**config.mk**
```make
export PLATFORM = sky130hd
export DESIGN_NAME = ssd_scan_decoder
export DESIGN_NICKNAME = d
export VERILOG_FILES = /design/src/rtl/ssd_scan_decoder.sv
export SDC_FILE = /design/constraint.sdc
export NUM_CORES = 1
export LEC_CHECK = 0
export ABC_CLOCK_PERIOD_IN_PS = 2400
export CAP_MARGIN = 0
export CORE_ASPECT_RATIO = 1.5
export CORE_UTILIZATION = 30
export DETAILED_ROUTE_END_ITERATION = 7
export PLACE_DENSITY = 0.61
export SLEW_MARGIN = 20
export SYNTH_ARGS = -nofsm -noshare
export SYNTH_HDL_FRONTEND = slang
export SYNTH_SLANG_ARGS = --single-unit
```
**constraint.sdc**
```tcl
create_clock -name clk -period 2.4 [get_ports clk]
set_input_delay 0.72 -clock clk [delete_from_list [all_inputs] [get_ports clk]]
set_output_delay 0.72 -clock clk [all_outputs]
set_load 0.01 [all_outputs]
```
**src/rtl/ssd_scan_decoder.sv**
```systemverilog
// Receive side of the two-digit seven-segment display bus: debounces each multiplexed
// digit, converts the captured pattern pair to 0..31 and offers it on a valid/ready port.
module ssd_scan_decoder #(
  parameter int STABLE_CYCLES = 4,
  parameter int CNT_W         = 8
) (
  input  logic       clk,
  input  logic       rst_n,
  input  logic [6:0] seg_in,
  input  logic [1:0] dig_en,
  output logic [4:0] value_out,
  output logic       value_valid,
  input  logic       value_ready,
  output logic       value_err,
  output logic [1:0] err_code
);

  typedef enum logic [1:0] {
    COLLECT = 2'b00,
    DECODE  = 2'b01,
    HOLD    = 2'b10
  } state_t;

  localparam logic [CNT_W-1:0] CNT_MAX = {CNT_W{1'b1}};
  localparam logic [CNT_W-1:0] CAP_CNT = CNT_W'(STABLE_CYCLES - 1);

  // Returns {illegal, digit} for a ones-position pattern.
  function automatic logic [4:0] ones_decode(input logic [6:0] seg);
    case (seg)
      7'b0000001: ones_decode = 5'b0_0000;
      7'b1001111: ones_decode = 5'b0_0001;
      7'b0010010: ones_decode = 5'b0_0010;
      7'b0000110: ones_decode = 5'b0_0011;
      7'b1001100: ones_decode = 5'b0_0100;
      7'b0100100: ones_decode = 5'b0_0101;
      7'b0100000: ones_decode = 5'b0_0110;
      7'b0001111: ones_decode = 5'b0_0111;
      7'b0000000: ones_decode = 5'b0_1000;
      7'b0000100: ones_decode = 5'b0_1001;
      default:    ones_decode = 5'b1_0000;
    endcase
  endfunction

  // Returns {illegal, digit}; a blank tens position reads as zero, a lit '0' is illegal.
  function automatic logic [2:0] tens_decode(input logic [6:0] seg);
    case (seg)
      7'b1111111: tens_decode = 3'b0_00;
      7'b1001111: tens_decode = 3'b0_01;
      7'b0010010: tens_decode = 3'b0_10;
      7'b0000110: tens_decode = 3'b0_11;
      default:    tens_decode = 3'b1_00;
    endcase
  endfunction

  state_t           state_q, state_d;
  logic [6:0]       prev_seg_q;
  logic [1:0]       prev_en_q;
  logic [CNT_W-1:0] stab_cnt_q, stab_cnt_d;
  logic [6:0]       ones_q, tens_q;
  logic             ones_vld_q, tens_vld_q;
  logic [4:0]       value_q;
  logic             valid_q, err_q;
  logic [1:0]       code_q;

  logic             eligible_s, same_s, capture_s, accept_s;
  logic [4:0]       ones_dec_s;
  logic [2:0]       tens_dec_s;
  logic [4:0]       dec_value_s;
  logic             dec_err_s;
  logic [1:0]       dec_code_s;

  assign eligible_s = (dig_en == 2'b01) || (dig_en == 2'b10);
  assign same_s     = (seg_in == prev_seg_q) && (dig_en == prev_en_q);
  assign accept_s   = valid_q && value_ready;
  assign ones_dec_s = ones_decode(ones_q);
  assign tens_dec_s = tens_decode(tens_q);

  // Saturating run-length counter; it never re-reaches CAP_CNT within one run.
  always_comb begin
    stab_cnt_d = {CNT_W{1'b0}};
    if (state_q != COLLECT) begin
      stab_cnt_d = {CNT_W{1'b0}};
    end else if (eligible_s && same_s) begin
      stab_cnt_d = (stab_cnt_q == CNT_MAX) ? stab_cnt_q : stab_cnt_q + {{(CNT_W-1){1'b0}}, 1'b1};
    end else begin
      stab_cnt_d = {CNT_W{1'b0}};
    end
  end

  assign capture_s = (state_q == COLLECT) && eligible_s && (stab_cnt_d == CAP_CNT);

  // State register.
  always_ff @(posedge clk or negedge rst_n) begin
    if (!rst_n) begin
      state_q <= COLLECT;
    end else begin
      state_q <= state_d;
    end
  end

  // Next-state logic.
  always_comb begin
    state_d = state_q;
    case (state_q)
      COLLECT: state_d = (ones_vld_q && tens_vld_q) ? DECODE : COLLECT;
      DECODE:  state_d = HOLD;
      HOLD:    state_d = accept_s ? COLLECT : HOLD;
      default: state_d = COLLECT;
    endcase
  end

  // Output logic: decoded result of the captured pair, with error priority ones > tens > range.
  always_comb begin
    dec_value_s = 5'd0;
    dec_err_s   = 1'b0;
    dec_code_s  = 2'b00;
    if (ones_dec_s[4]) begin
      dec_err_s  = 1'b1;
      dec_code_s = 2'b01;
    end else if (tens_dec_s[2]) begin
      dec_err_s  = 1'b1;
      dec_code_s = 2'b10;
    end else if ((tens_dec_s[1:0] == 2'd3) && (ones_dec_s[3:0] > 4'd1)) begin
      dec_err_s  = 1'b1;
      dec_code_s = 2'b11;
    end else begin
      dec_value_s = ({3'b000, tens_dec_s[1:0]} * 5'd10) + {1'b0, ones_dec_s[3:0]};
    end
  end

  // Sampling history, digit capture and result registers.
  always_ff @(posedge clk or negedge rst_n) begin
    if (!rst_n) begin
      prev_seg_q <= 7'd0;
      prev_en_q  <= 2'd0;
      stab_cnt_q <= {CNT_W{1'b0}};
      ones_q     <= 7'd0;
      tens_q     <= 7'd0;
      ones_vld_q <= 1'b0;
      tens_vld_q <= 1'b0;
      value_q    <= 5'd0;
      valid_q    <= 1'b0;
      err_q      <= 1'b0;
      code_q     <= 2'b00;
    end else begin
      prev_seg_q <= seg_in;
      prev_en_q  <= dig_en;
      stab_cnt_q <= stab_cnt_d;
      if (capture_s && dig_en[0]) begin
        ones_q     <= seg_in;
        ones_vld_q <= 1'b1;
      end else if (capture_s) begin
        tens_q     <= seg_in;
        tens_vld_q <= 1'b1;
      end else if ((state_q == HOLD) && accept_s) begin
        ones_vld_q <= 1'b0;
        tens_vld_q <= 1'b0;
      end else begin
        ones_vld_q <= ones_vld_q;
        tens_vld_q <= tens_vld_q;
      end
      if (state_q == DECODE) begin
        value_q <= dec_value_s;
        err_q   <= dec_err_s;
        code_q  <= dec_code_s;
        valid_q <= 1'b1;
      end else if ((state_q == HOLD) && accept_s) begin
        valid_q <= 1'b0;
      end else begin
        valid_q <= valid_q;
      end
    end
  end

  assign value_out   = value_q;
  assign value_valid = valid_q;
  assign value_err   = err_q;
  assign err_code    = code_q;

endmodule

```
==> results of run 1 <==
cell type report:
type	count	area (um^2)	share of cell area, %
well taps	78	97.59	3.451
repair buffers	47	381.6	13.50
multi-input cells	142	1100	38.89
clock inverters	2	60.06	2.124
clock buffers	5	68.82	2.434
inverters	5	18.77	0.6637
flip-flops and latches	44	1101	38.94
metal layers:
| metal | part of all wire, % | wire, um | track usage, % |
|---|---|---|---|
| met2 | 54 | 2498 | 25.07 |
| met4 | 2.1 | 96 | 6.000 |
| met3 | 1.7 | 79 | 2.294 |
| met5 | 0 | 0 | 0 |
| met1 | 43 | 1995 | 16.00 |
critical path, cell delays in order:
cell       delay [ps]
buf_2             140
or3b_1            400
a21boi_2          180
o2111ai_4         130
a21oi_2           170
nor4bb_2          220
buf_4             230
mux2_4            310
per-stage QoR:
step	setup WS [ps]	hold slack (ps)	area [um^2]	TNS [ps]	util (%)
global placement	-551.8	460.7	2661	-8166	38.58
finish	84.50	392.5	2828	0	40.99
floorplan	-118.0	424.4	2173	-1227	-
CTS	3.785	410.8	2823	0	40.92
global route	-9.485	432.9	2828	-27.57	40.99
detailed placement	-613.4	470.0	2661	-9101	38.58
cell families after synthesis:
family / count (synthesis) / synth area share (%)
xor gates and xnor gates: 15 / 6.141
buffers and inverters: 7 / 1.286
muxes: 14 / 7.368
adders and majority gates: 5 / 3.275
DFF: 44 / 51.46
AOI/OAI and AO/OA: 35 / 11.81
and+or+nand+nor: 73 / 18.66
flip-flops by register name, summed over array words and instances (netlist names):
register     flops
err_code         2
ones_q           7
ones_vld_q       1
prev_en_q        2
prev_seg_q       7
stab_cnt_q       8
state_q          2
tens_q           7
tens_vld_q       1
value_err        1
value_out        5
value_valid      1
placed cells by master (no fill, tap or decap), drive strengths merged, types with 5 or more instances in the layout:
master / count
dfrtp: 44
buf: 30
nor2: 21
mux2: 14
xor2: 12
nand2: 11
clkdlybuf4s50: 10
a21oi: 10
nor3: 8
clkbuf: 8
nand3: 6
inv: 5
a22o: 5
power breakdown:
| group | leakage (nW) | total [mW] | internal, mW | switching [mW] |
|---|---|---|---|---|
| logic | 0.637 | 0.0968 | 0.0442 | 0.0526 |
| clock network | 0.0642 | 0.667 | 0.410 | 0.257 |
| registers | 0.593 | 0.757 | 0.750 | 0.00712 |
timing repair:
action,4_1_cts,5_1_grt
resized for setup,22,9
buffers inserted,1,1
endpoints found under the setup margin,15,15
pin swaps,5,7
how the worst min path moves through the flow:
stage | slack (ps) | startpoint | endpoint | depth (start not counted)
CTS | 410 | rst_n | value_err | 1
finish | 390 | rst_n | value_err | 1
detailed placement | 470 | err_code[1] | err_code[1] | 2
global placement | 460 | tens_vld_q | tens_vld_q | 1
global route | 430 | rst_n | value_err | 1
floorplan | 420 | rst_n | err_code[0] | 0
==> qor.txt, run 1 <==
Most common flop cell mapped by yosys = dfrtp_1
Max rail drop VDD = 0.3404 mV
Depth of the most critical reg-to-reg path = 8
Hold Vio Cnt, Final = 0
CP startpoint = dig_en[0]
Tcrit/Tclk final = 96.48%
Seq/Total Area, Yosys = 51.46%
DR iter-0 viols = 70
Number of distinct library cells after synthesis = 44
Crit Path Class = primary input to register
Max clock buf depth = 2
Fmax = 431.9 MHz
CTS tree = done
Pin count of the biggest net entering global routing = 24
Clock Root Buffer = clkbuf_8
HP Class = primary input to asynchronous set/reset pin
DR pass1 iterations = 6
Worst setup SP type = primary input
Worst slew pin tran = 540.3 ps
Reg2reg start = stab_cnt_q[0]
Slew Viols, Final = 0
DRC = 0
Area leader, netlist = dfrtp_1
CP max FO = 8
Synth Net Count = 210
Placed Instances = 314
Top cells by count, synth = 44 x dfrtp_1, 21 x nor2_1, 13 x mux2_2
Final Power = 1.521 mW
FF-to-FF setup slack = 140 ps
Clock slew at reported path FFs = 80 ps
Number of synthesized flops with an enable pin = 0
Seq cells post-synth = 44
Synth area leaders = dfrtp_1 51%, mux2_2 6.8%, xor2_1 4.9%, nor2_1 3.7%, ha_1 2.3%
Hpwl dp = 3561 um
Clock skew = 6.282 ps
Final std cells w/o fill = 323
Global route overflow = 0
Core Region = 0.006898 mm^2
Antenna-violating nets left = 0
Die Y = 105.4 um
Die X = 70.96 um
Required @ worst endpoint = 2590 ps
Synth Instances = 193
H-tree depth = 2
PD cells = 537.9 mW/mm^2
Reg2reg end = ones_q[0]
Warnings, synthesis = 0
I/O Buffers = 20
Number of clock sinks = 44
Nets = 262
Wire per inst = 14.46 um
Slew headroom = 63.98%
Min Tclk post-route = 2316 ps
I/O pin total = 21
Via count = 1612
Filler cells = 648
Antenna cells = 0
GRT Total Usage = 13.93%
Clk Latency, worst-skew pair = 300 ps
Gpl congestion = 0.8338
Leakage power = 1.294 nW
Antenna violations before repair = 0
Share of the synthesized area in the top cell type = 51.46%
Vias in the first global route = 1639
Hold_buf cts = 0
Share of cells above drive strength 1 = 26.53%
Area of the mapped netlist = 0.002140 mm^2
End point of the critical path = ones_q[0]
Vias/cell = 4.991
Avg Cell Area, Syn = 11.09 um^2
Worst EP arrival = 2500 ps
Final-report setup violation count = 0
First-pass GRT wire length = 7948 um
Total CTS buffers = 5
# rows = 37
Status = completed
Synth-to-Final Area Change = 32.16%
Initial Util = 31.02%
DIE AREA = 0.007481 mm^2
Routed WL = 4669 um
Async set-reset flop share out of synthesis = 100.0%
Count leader, synth = dfrtp_1
Worst Setup End Kind = register
Max Cap Viol = 0
Power figures use the tool's default switching activity.
==> inputs of run 2 (changes only) <==
- CTS_CLUSTER_SIZE: not set -> 25
- PLACE_DENSITY: 0.61 -> not set
==> run 2 against run 1 <==
The flow now finishes with violations (design-rule violations). Hold slack worse by 14 ps. Combinational power is 4% higher. First-iteration DRC count is 70% higher. Non-clock buffer count is 1 lower. Clock power is 12% lower. Power is 4.8% lower. Clock skew is 4.7 ps higher. Cell area is 1.2% higher. Largest cell class is now multi-input combinational cells.
==> qor.txt, run 2 (synthesis results as in run 1) <==
Reg2reg start = tens_q[0]
Min Tclk post-route = 2326 ps (+10.20 ps)
Final-report setup violation count = 0 (unchanged)
Most common cell after layout, fill and taps aside = dfrtp_1
DIE AREA = 0.007481 mm^2 (unchanged)
Max rail drop VDD = 0.3120 mV (-8.4%)
Slew Viols, Final = 0 (unchanged)
CP max stage delay = 390 ps (about the same)
Nets = 261 (-0.38%)
Hold_buf cts = 0 (unchanged)
# rows = 37 (unchanged)
Hpwl dp = 3609 um (+1.4%)
Final Power = 1.448 mW (-4.8%)
Worst slack, placed = -587.2 ps (+26.21 ps)
Commonest cells after routing, fill and taps aside = 44 x dfrtp_1, 23 x buf_4, 21 x nor2_1
CP max stage cell = or3b_1
DR iter-0 viols = 119 (+70%)
Global route overflow = 0 (unchanged)
Antenna violations before repair = 0 (unchanged)
Vias/cell = 5.173 (+3.7%)
Area of the multi-input gates = 0.001141 mm^2 (+3.8%)
PD cells = 505.9 mW/mm^2 (-6.0%)
DRC = 2 (+2)
Cells along the critical path = buf_2 > or3b_1 > a21boi_2 > o2111ai_4 > a21oi_2 > nor4b_4 > buf_6 > mux2_4
Slew headroom = 66.00% (+2.0 points)
Core Region = 0.006898 mm^2 (unchanged)
Antenna cells = 0 (unchanged)
Worst slew pin tran = 510.0 ps (-30.25 ps)
H-tree depth = 2 (unchanged)
Filler cells = 649 (+0.15%)
DP Area = 0.002661 mm^2 (unchanged)
Largest Register = stab_cnt_q
Setup ws final = 74.30 ps (-10.20 ps)
Synth-to-Final Area Change = 33.80%
Via count = 1671 (+3.7%)
Worst setup SP type = primary input
Wire per inst = 15.22 um (+5.3%)
Pin count of the biggest net entering global routing = 25 (+4.2%)
Total CTS buffers = 5 (unchanged)
I/O pin total = 21 (unchanged)
Initial Util = 31.02% (unchanged)
Die Y = 105.4 um (unchanged)
Vias in the first global route = 1635 (-0.24%)
Routed WL = 4916 um (+5.3%)
Share of cells above drive strength 1 = 26.53% (unchanged)
Setup_tns = 0 ps (unchanged)
Die X = 70.96 um (unchanged)
Fin area = 0.002863 mm^2 (+1.2%)
Worst EP arrival = 2510 ps (about the same)
Gpl congestion = 0.8406 (+0.82%)
Clock slew at reported path FFs = 100 ps (+20 ps)
Max reg flops = 8 (unchanged)
Leakage power = 1.291 nW (-0.20%)
CP Buf/Inv Count = 2 (unchanged)
GRT Total Usage = 14.21% (+0.29 points)
CP max FO = 8 (unchanged)
FF+latch area = 0.001101 mm^2 (unchanged)
Critical path's top delay family = simple AND/OR/NAND/NOR gates
Tcrit/Tclk final = 96.90% (+0.42 points)
Max Cap Viol = 0 (unchanged)
HP Class = primary input to asynchronous set/reset pin
Crit Path Class = primary input to register
Hold Vio Cnt, Final = 0 (unchanged)
DR pass1 iterations = 6 (unchanged)
Fmax = 430.0 MHz (-0.44%)
Clk Latency, worst-skew pair = 310 ps (about the same)
First-pass GRT wire length = 8183 um (+3.0%)
Failing checks = design-rule violations
Clock skew = 11.01 ps (+4.727 ps)
Max clock buf depth = 2 (unchanged)
Worst Setup End Kind = register
Clock Root Buffer = clkbuf_8
Required @ worst endpoint = 2590 ps (about the same)
CTS tree = done
Status = finished, violations left
Number of clock sinks = 44 (unchanged)
CP startpoint = dig_en[0]
Antenna-violating nets left = 0 (unchanged)
I/O Buffers = 20 (unchanged)
Hold WS = 378.4 ps (-14.03 ps)
run 2: cell count changes in the layout (fill, tap and decap cells not counted), sizes merged:
cell | before | now
clkdlybuf4s15 | 1 | 2
bufinv | 2 | 1
buf | 30 | 29
clkinv | 0 | 2
clkbuf | 8 | 7
run 2: through the flow:
stage	cells	utilization (%)
after floorplan	193	-
final	323	41.50
after detailed placement	314	38.58
after global routing	323	41.50
after global placement	314	38.58
after CTS	322	40.76
run 2: per-layer routing:
metal	up-vias	GRT usage [%]	part of all wire, %
met2	28	24.93	54
met4	0	6.000	2.4
li1	809	-	-
met3	10	2.581	2.2
met5	-	0	0
met1	824	16.81	41
run 2: power breakdown:
part           internal (mW)  switching, mW
logic                 0.0471         0.0542
registers              0.750        0.00771
clock network          0.314          0.275
run 2: final cells by class:
class,instances,area share [%]
Multi-Input combinational cell,142,39.86
Sequential cell,44,38.46
Timing Repair Buffer,46,13.55
Tap cell,78,3.409
Inverter,5,0.6556
Clock buffer,5,2.404
Clock inverter,3,1.661
run 2: repair_timing:
action                                  4_1_cts  5_1_grt
pin swaps                                     5        6
setup buffers                                 0        1
gates cloned                                  0        0
gates resized for setup                      23       19
endpoints found under the setup margin       15       16
run 2: path summary, 6_finish.rpt:
check	slack [ps]	cells after the start	endpoint
setup / recovery	70	8	tens_q[6]
hold / removal	380	1	ones_q[1]
setup reg to reg	80	6	value_out[2]
hold reg to reg	480	1	tens_vld_q
max in group asynchronous	1520	2	prev_en_q[1]
min in group clk	480	1	tens_vld_q
